$ cat src/rtl/shift_right_serial.sv
// Multi-cycle right shifter: shifts one bit per clock, logical or arithmetic.
// Result and last shifted-out bit are registered and held until the next start.
module shift_right_serial #(
    parameter int WIDTH = 8,
    parameter int AMT_W = 3
) (
    input  logic             clk,
    input  logic             rst,
    input  logic             start,
    input  logic [WIDTH-1:0] x,
    input  logic [AMT_W-1:0] amt,
    input  logic             arith,
    output logic [WIDTH-1:0] f,
    output logic             cout,
    output logic             busy,
    output logic             done
);

    typedef enum logic [1:0] {
        S_IDLE,
        S_LOAD,
        S_SHIFT,
        S_DONE
    } state_t;

    state_t           state_q, state_d;
    logic [WIDTH-1:0] x_q, x_d;
    logic [AMT_W-1:0] amt_q, amt_d;
    logic             arith_q, arith_d;
    logic [WIDTH-1:0] f_q, f_d;
    logic             cout_q, cout_d;
    logic [AMT_W-1:0] cnt_q, cnt_d;

    always_ff @(posedge clk) begin
        if (rst) begin
            state_q <= S_IDLE;
            x_q     <= '0;
            amt_q   <= '0;
            arith_q <= 1'b0;
            f_q     <= '0;
            cout_q  <= 1'b0;
            cnt_q   <= '0;
        end else begin
            state_q <= state_d;
            x_q     <= x_d;
            amt_q   <= amt_d;
            arith_q <= arith_d;
            f_q     <= f_d;
            cout_q  <= cout_d;
            cnt_q   <= cnt_d;
        end
    end

    always_comb begin
        state_d = state_q;
        x_d     = x_q;
        amt_d   = amt_q;
        arith_d = arith_q;
        f_d     = f_q;
        cout_d  = cout_q;
        cnt_d   = cnt_q;
        unique case (state_q)
            S_IDLE: begin
                if (start) begin
                    x_d     = x;
                    amt_d   = amt;
                    arith_d = arith;
                    state_d = S_LOAD;
                end
            end
            S_LOAD: begin
                f_d     = x_q;
                cout_d  = 1'b0;
                cnt_d   = amt_q;
                state_d = (amt_q == '0) ? S_DONE : S_SHIFT;
            end
            S_SHIFT: begin
                // Sign fill only in arithmetic mode; otherwise zero fill.
                f_d    = {arith_q & f_q[WIDTH-1], f_q[WIDTH-1:1]};
                cout_d = f_q[0];
                cnt_d  = cnt_q - AMT_W'(1);
                if (cnt_q == AMT_W'(1)) begin
                    state_d = S_DONE;
                end
            end
            S_DONE: begin
                state_d = S_IDLE;
            end
            default: begin
                state_d = S_IDLE;
            end
        endcase
    end

    assign f    = f_q;
    assign cout = cout_q;
    assign busy = (state_q == S_LOAD) || (state_q == S_SHIFT);
    assign done = (state_q == S_DONE);

endmodule

$ cat config.mk
export PLATFORM = sky130hd
export DESIGN_NAME = shift_right_serial
export DESIGN_NICKNAME = d
export VERILOG_FILES = /design/src/rtl/shift_right_serial.sv
export SDC_FILE = /design/constraint.sdc
export NUM_CORES = 1
export LEC_CHECK = 0
export ABC_CLOCK_PERIOD_IN_PS = 1700
export CAP_MARGIN = 0
export CELL_PAD_IN_SITES_DETAIL_PLACEMENT = 0
export CELL_PAD_IN_SITES_GLOBAL_PLACEMENT = 1
export CORE_MARGIN = 5
export CORE_UTILIZATION = 36
export DETAILED_ROUTE_END_ITERATION = 6
export GPL_TIMING_DRIVEN = 0
export PLACE_DENSITY_LB_ADDON = 0.1
export SLEW_MARGIN = 40
export SYNTH_ARGS = -nofsm -noshare
export SYNTH_HDL_FRONTEND = slang
export SYNTH_SLANG_ARGS = --single-unit
$ cat constraint.sdc
create_clock -name clk -period 1.7 [get_ports clk]
set_clock_uncertainty 0.05 [all_clocks]
set_input_delay 0.17 -clock clk [delete_from_list [all_inputs] [get_ports clk]]
set_output_delay 0.17 -clock clk [all_outputs]
set_load 0.05 [all_outputs]
* Word-level counts from Yosys, hierarchy flattened
Cells that the tools add are included.
W data, S select, Z words.
** Storage, ports and cells
- Input bits :: 15
- Register bits after elaboration :: 26
- Output and inout bits :: 11
- Logic and storage cells :: 28
** Operators by class
- $add $sub $neg :: 1
- Mux-type cells :: 7
- Bitwise logic cells :: 1
- Eq/ne operators :: 6
- Reductions and logical operators :: 6
** Operator list (number)
- $pmux W8 S2 :: 1
- $pmux W2 S4 :: 1
- $pmux W3 S2 :: 1
- $eq A2 B2 Y1 const B :: 2
- $mux W2 :: 2
- $ne A2 B2 Y1 const B :: 2
- $reduce_and A2 Y1 :: 2
- $eq A3 B1 Y1 const B :: 1
- $logic_not A3 Y1 :: 1
- $sub A3 B1 Y3 const B :: 1
- $eq A2 B1 Y1 const B :: 1
- $logic_not A2 Y1 :: 1
- $pmux W1 S2 :: 1
- $reduce_bool A2 Y1 :: 1
- $and A1 B1 Y1 :: 1
- $logic_or A1 B1 Y1 :: 1
- $mux W1 :: 1

* Logic depth before layout (Yosys ltp)
Gate-level depths: netlist of the first run.
- Word-level depth :: 3
- Mapped depth :: 8

* Worst setup path after synthesis of the first run
OpenSTA, ideal clock, no wires.
- Path kind :: flip-flop to flip-flop
- Start :: register state_q[1]
- End :: register f_q[7], in the netlist f[7]
- Cell stages (with the launch flop) :: 7
- Required time :: 1.522 ns
- Arrival :: 1.606 ns
- Slack :: -0.083 ns
- Buffers on the path :: 1
- Path through :: dfxtp_1 -> inv_1 -> ha_1 -> buf_2 -> nand2_1 -> a32oi_1 -> nor2_1
** Between the ends
- Word-level cells in the longest chain between the ends :: 2
- Elaborated cells on any way between the ends :: 4
** RTL lines
- start, declared :: RTL line 26 : state_t state_q, state_d;
- start signal, assigned :: RTL line 44 : state_q <= state_d;
- $eq A2 B2 Y1 or $eq A2 B1 Y1 (tied branches) :: RTL line 62 : unique case (state_q)
- $pmux W8 S2 or $reduce_bool A2 Y1 (tied branches)
- end signal, assigned :: RTL line 40 : f_q <= '0;
- end signal, assigned :: RTL line 48 : f_q <= f_d;
- end, declared :: RTL line 30 : logic [WIDTH-1:0] f_q, f_d;
Parallel ways exist; a longest one is shown, timed or not.
A chain may end at the register's enable or synchronous reset.

* Worst setup path in the final report of the first run
- Start :: register state_q[1]
- End :: output done
** Between the ends
- Word-level cells in the longest chain between the ends :: 1
** RTL lines
- $eq A2 B2 Y1 :: RTL line 98 : assign done = (state_q == S_DONE);
- end, declared :: RTL line 16 : output logic done
No other way between the ends.

==> results of run 1 <==
-- registers in the layout, indices dropped and copies added, names as in the netlist --
register,cells
state_q,2
cnt_q,3
x_q,8
arith_q,1
amt_q,3
f,8
cout,1
-- cell usage after synthesis (all sizes together) --
cell and n:
a22oi 1, inv 6, and2 1, ha 7, clkbuf 1, nand2b 2, dfxtp 26, nor2 13
a221oi 1, a21oi 16, a211oi 8, nor2b 1, nand2 29, o21ai 3, buf 8, mux2i 9
a32oi 1, o22ai 1, a311oi 1, nand3 1
-- power breakdown --
group          leakage [uW]  switching (uW)  total, uW  internal (uW)
registers          0.000214            97.4        853            756
clock network     0.0000210             181        312            131
logic              0.000359             751       1210            457
total              0.000594            1030       2370           1340
-- area by class of cell --
cell class / instances / area, um2 / area share [%]
Tap cell: 44 / 55.1 / 3.62
Buffer: 8 / 56.3 / 3.70
Clock buffer: 4 / 36.3 / 2.38
Timing Repair Buffer: 24 / 229 / 15.0
Multi-Input combinational cell: 95 / 602 / 39.5
Inverter: 6 / 22.5 / 1.48
Sequential cell: 26 / 522 / 34.3
-- placed cells by master, fill, tap and decap left out, types with 2 or more instances in the layout --
cell,n
a211oi_1,8
a21oi_1,15
buf_1,2
buf_2,3
buf_6,2
clkbuf_4,4
clkdlybuf4s50_1,13
dfxtp_1,25
dlygate4sd2_1,10
ha_1,6
inv_1,6
mux2i_1,9
nand2_1,29
nor2_1,13
o21ai_0,2
-- routing by layer --
layer	track usage [%]	wire length, um	up-vias
met2	22.0	1240	31
met5	0	0	-
met3	3.66	185	2
met1	16.8	1280	456
met4	3.04	19	0
li1	-	-	508
-- what timing repair did --
item / 4_1_cts / 5_1_grt
hold buffers: 0 / 0
endpoints found under the setup margin: 11 / 12
resized for setup: 17 / 3
-- final timing paths --
kind | depth (start not counted) | start | end | slack (ns)
setup / recovery | 2 | state_q[1] | done | 0.10
hold / removal | 2 | rst | state_q[0] | 0.06
setup reg to reg | 6 | state_q[0] | state_q[0] | 0.17
hold reg to reg | 2 | x_q[1] | x_q[1] | 0.42
-- per-stage QoR --
| stage | total power (uW) | std cells |
|---|---|---|
| after floorplan | 1750 | 136 |
| after global placement | 2060 | 204 |
| after detailed placement | 2080 | 204 |
| after CTS | 2360 | 208 |
| after global routing | 2550 | 207 |
| final | 2370 | 207 |
-- worst max-delay path: stages (launching register included) --
cell	delay (ns)
dfxtp_2	0.40
ha_1	0.14
dlygate4sd2_1	0.52
-- cell families (layout without fill, tap and decap cells) --
group	Yosys count	count (layout)	synth area share (%)
flops	26	26	43.7
fa+ha+maj	7	7	7.36
buf+inv	15	42	6.73
mux	9	9	7.57
simple gates	47	47	16.4
compound gates	32	32	18.2
==> summary.txt, run 1 <==
Place
  – Port bufs: 24
  – Dpl ws: -0.236 ns
  – Area after DPL: 1490 um2
  – Final HPWL DP: 1950 um
  – RePlAce Congestion: 0.815

Logic synthesis
  – Synthesized Nets: 158
  – Post-synth top area share: 43.7%
  – Syn Inst Count: 136
  – Register area share after synthesis: 43.7%
  – Netlist Area Pre-Place: 1190 um2
  – Synth Area per Inst: 8.75 um2
  – Synth warn: 0
  – Top area cells in the synthesized netlist: dfxtp_1 (44%), nand2_1 (9.1%), mux2i_1 (7.6%)
  – Largest area contributor in the netlist: dfxtp_1
  – Flops & latches, synth: 26
  – Synth unique cells: 26

Final layout
  – Share of cells above drive strength 1: 10.4%
  – Antenna diodes: 0
  – Area growth, synth to finish: 28.0%
  – Final Util: 49.1%
  – Fin area: 1520 um2
  – Total Nets Final: 186
  – Fill cells: 333

Timing
  – Final WS setup: 0.101 ns
  – Pins over their slew limit: 0
  – Final TNS setup: 0 ns
  – Period Utilization, post-route: 94.1%
  – Final setup violation count: 0
  – Final hold slack: 0.0609 ns
  – Final Hold Viols: 0
  – Slew HR: 67.3%
  – RSZ-0062 raised after global routing: false
  – Max Clk Rate: 625 MHz
  – Final Critical Period: 1.60 ns
  – Worst-margin pin slew: 0.493 ns

Clock tree
  – Clock sinks: 26
  – Cts bufs inserted: 3
  – TritonCTS clock tree: yes
  – Clock Latency Late Sink: 0.32 ns
  – CTS H-tree lvls: 1
  – Clock buffer depth: 2
  – Worst-path clk slew: 0.14 ns
  – Clock root cell: clkbuf_4
  – # Post-CTS Setup Buffers: 0

Detailed routing
  – Via count: 997
  – DR WL/cell: 13.2 um
  – DRT Pass-1 Iters: 4
  – Drt via density: 4.82
  – Drc violations: 0
  – Routed WL: 2720 um
  – Iter 0 DRT Violations: 43
  – Final ANT Viol Nets: 0

Global routing
  – Initial antenna violation count: 0
  – Vias in the first global route: 1000
  – First-pass GRT wire length: 4560 um
  – GRT Util Overall: 13.2%
  – Largest net degree at the start of global routing: 15
  – Congestion Overflow GR: 0

Die
  – Die Height: 67.5 um
  – Die width: 67.5 um
  – Floorplan row count: 20
  – Ports: 26
  – Die Area: 4550 um2
  – Initial core utilization: 38.3%
  – Core area: 3100 um2

Worst setup path
  – CP startpoint kind: flip-flop
  – Element type at the critical path end: primary output
  – Required @ worst endpoint: 1.48 ns
  – Max FO, Critical Path: 5
  – Start-to-end type of the worst setup path: reg2out
  – Worst Path Arrival: 1.38 ns

Flow run
  – # Max-Cap Violations: 0

Power
  – Maximum VDD drop: 0.708 mV
  – Static Leak: 0.000594 uW
  – Cell Pwr Density: 1560 nW/um2

Min path
  – HP Class: in2reg

Outcome
  – Status: completed
Note: power is estimated with default switching activity, not from simulation.
==> run 2: changes to the inputs <==
--- a/config.mk
+++ b/config.mk
@@ -9,10 +9,11 @@
 export CAP_MARGIN = 0
 export CELL_PAD_IN_SITES_DETAIL_PLACEMENT = 0
 export CELL_PAD_IN_SITES_GLOBAL_PLACEMENT = 1
-export CORE_MARGIN = 5
+export CORE_MARGIN = 2
 export CORE_UTILIZATION = 36
 export DETAILED_ROUTE_END_ITERATION = 6
 export GPL_TIMING_DRIVEN = 0
+export MAX_ROUTING_LAYER = met4
 export PLACE_DENSITY_LB_ADDON = 0.1
 export SLEW_MARGIN = 40
 export SYNTH_ARGS = -nofsm -noshare
==> summary.txt, run 2 (synthesis results as in run 1) <==
Outcome
  – Status: completed

Timing
  – Max Clk Rate: 620 MHz
  – RSZ-0062 raised after global routing: false
  – Final Hold Viols: 0
  – Final hold slack: 0.0389 ns
  – Final Critical Period: 1.61 ns
  – Final setup violation count: 0
  – Worst-margin pin slew: 0.504 ns
  – Pins over their slew limit: 0
  – Slew HR: 66.5%
  – Period Utilization, post-route: 94.9%

Final layout
  – Fin area: 1520 um2
  – Area growth, synth to finish: 27.4%
  – Commonest non-fill, non-tap cell in the layout: nand2_1
  – Commonest non-fill, non-tap cells in the layout: nand2_1 (29), dfxtp_1 (25), a21oi_1 (15), nor2_1 (13), clkdlybuf4s50_1 (13)
  – Total Nets Final: 186
  – Fill cells: 338
  – Share of cells above drive strength 1: 10.4%
  – Antenna diodes: 0

Detailed routing
  – DRT Pass-1 Iters: 3
  – Iter 0 DRT Violations: 25
  – DR WL met3: 122 um
  – Drc violations: 0
  – Met2 Routed Length: 1210 um
  – Routed WL: 2640 um
  – Final ANT Viol Nets: 0
  – M1 wire length: 1260 um
  – Drt via density: 4.72
  – Via count: 977
  – Highest routed layer: met4
  – DR WL/cell: 12.7 um

Global routing
  – First-pass GRT wire length: 4240 um
  – GRT Util Overall: 16.0%
  – Initial antenna violation count: 0
  – Vias in the first global route: 926
  – Congestion Overflow GR: 0
  – Largest net degree at the start of global routing: 15

Die
  – Initial core utilization: 38.3%
  – Die width: 61.5 um
  – Ports: 26
  – Core area: 3100 um2
  – Floorplan row count: 20
  – Die Area: 3780 um2
  – Die Height: 61.5 um

Flow run
  – # Max-Cap Violations: 0

Clock tree
  – TritonCTS clock tree: yes
  – Cts bufs inserted: 3
  – Worst-path clk slew: 0.15 ns
  – CTS H-tree lvls: 1
  – Clock Latency Late Sink: 0.33 ns
  – Clock root cell: clkbuf_4
  – Clock sinks: 26
  – Clock buffer depth: 2

Place
  – Port bufs: 24
  – Final HPWL DP: 1890 um
  – Area after DPL: 1490 um2
  – RePlAce Congestion: 0.729

Worst setup path
  – Element type at the critical path end: primary output
  – Start-to-end type of the worst setup path: reg2out
  – CP startpoint kind: flip-flop
  – Max FO, Critical Path: 7
  – Required @ worst endpoint: 1.48 ns
  – Reg-to-reg slack, setup: 0.15 ns
  – Worst Path Arrival: 1.39 ns

Min path
  – HP Class: in2reg

Power
  – Static Leak: 0.000593 uW
  – Cell Pwr Density: 1560 nW/um2
  – Maximum VDD drop: 0.468 mV
-- run 2: path summary, 6_finish.rpt --
kind,startpoint,end,cells after the start
setup / recovery,state_q[0],busy,3
hold / removal,rst,state_q[0],2
setup reg to reg,state_q[0],state_q[0],6
hold reg to reg,amt_q[2],amt_q[2],2
-- run 2: metrics by stage --
stage                     setup TNS (ns)  power, uW  instances  setup WS [ns]  utilization, %
after floorplan                        0       1750        136         0.0477               -
after global placement            -0.231       2060        204         -0.231            47.9
after detailed placement          -0.240       2080        204         -0.240            47.9
after CTS                              0       2360        208         0.0120            48.7
after global routing                   0       2550        207        0.00516            48.9
final                                  0       2360        207         0.0860            48.9
-- run 2: repair_timing --
| item | CTS | global route |
|---|---|---|
| resized for setup | 17 | 1 |
| hold buffers | 0 | 0 |
| endpoints found under the setup margin | 11 | 16 |
| buffers inserted | 0 | 0 |
-- run 2: area by class of cell --
cell class	instances	area, um2	share of cell area [%]
multi-input combinational	95	602	39.7
sequential	26	522	34.4
timing repair buffer	24	225	14.9
tap	44	55.1	3.63
buffer	8	53.8	3.55
clock buffer	4	36.3	2.39
inverter	6	22.5	1.49
-- run 2: per-layer routing --
layer | global-route usage (%) | vias up
met4 | 6.38 | 0
li1 | - | 510
met3 | 2.73 | 5
met2 | 25.1 | 20
met1 | 20.4 | 442
met5 | - | -
-- run 2: report_power, final --
part | internal [uW] | switching (uW)
sequential | 756 | 94.9
combinational | 441 | 745
clock | 131 | 193
total | 1330 | 1030
-- run 2: critical path, cell delays in order, from the launching register on --
cell	delay, ns
dfxtp_1	0.39
inv_1	0.14
ha_4	0.33
buf_4	0.20
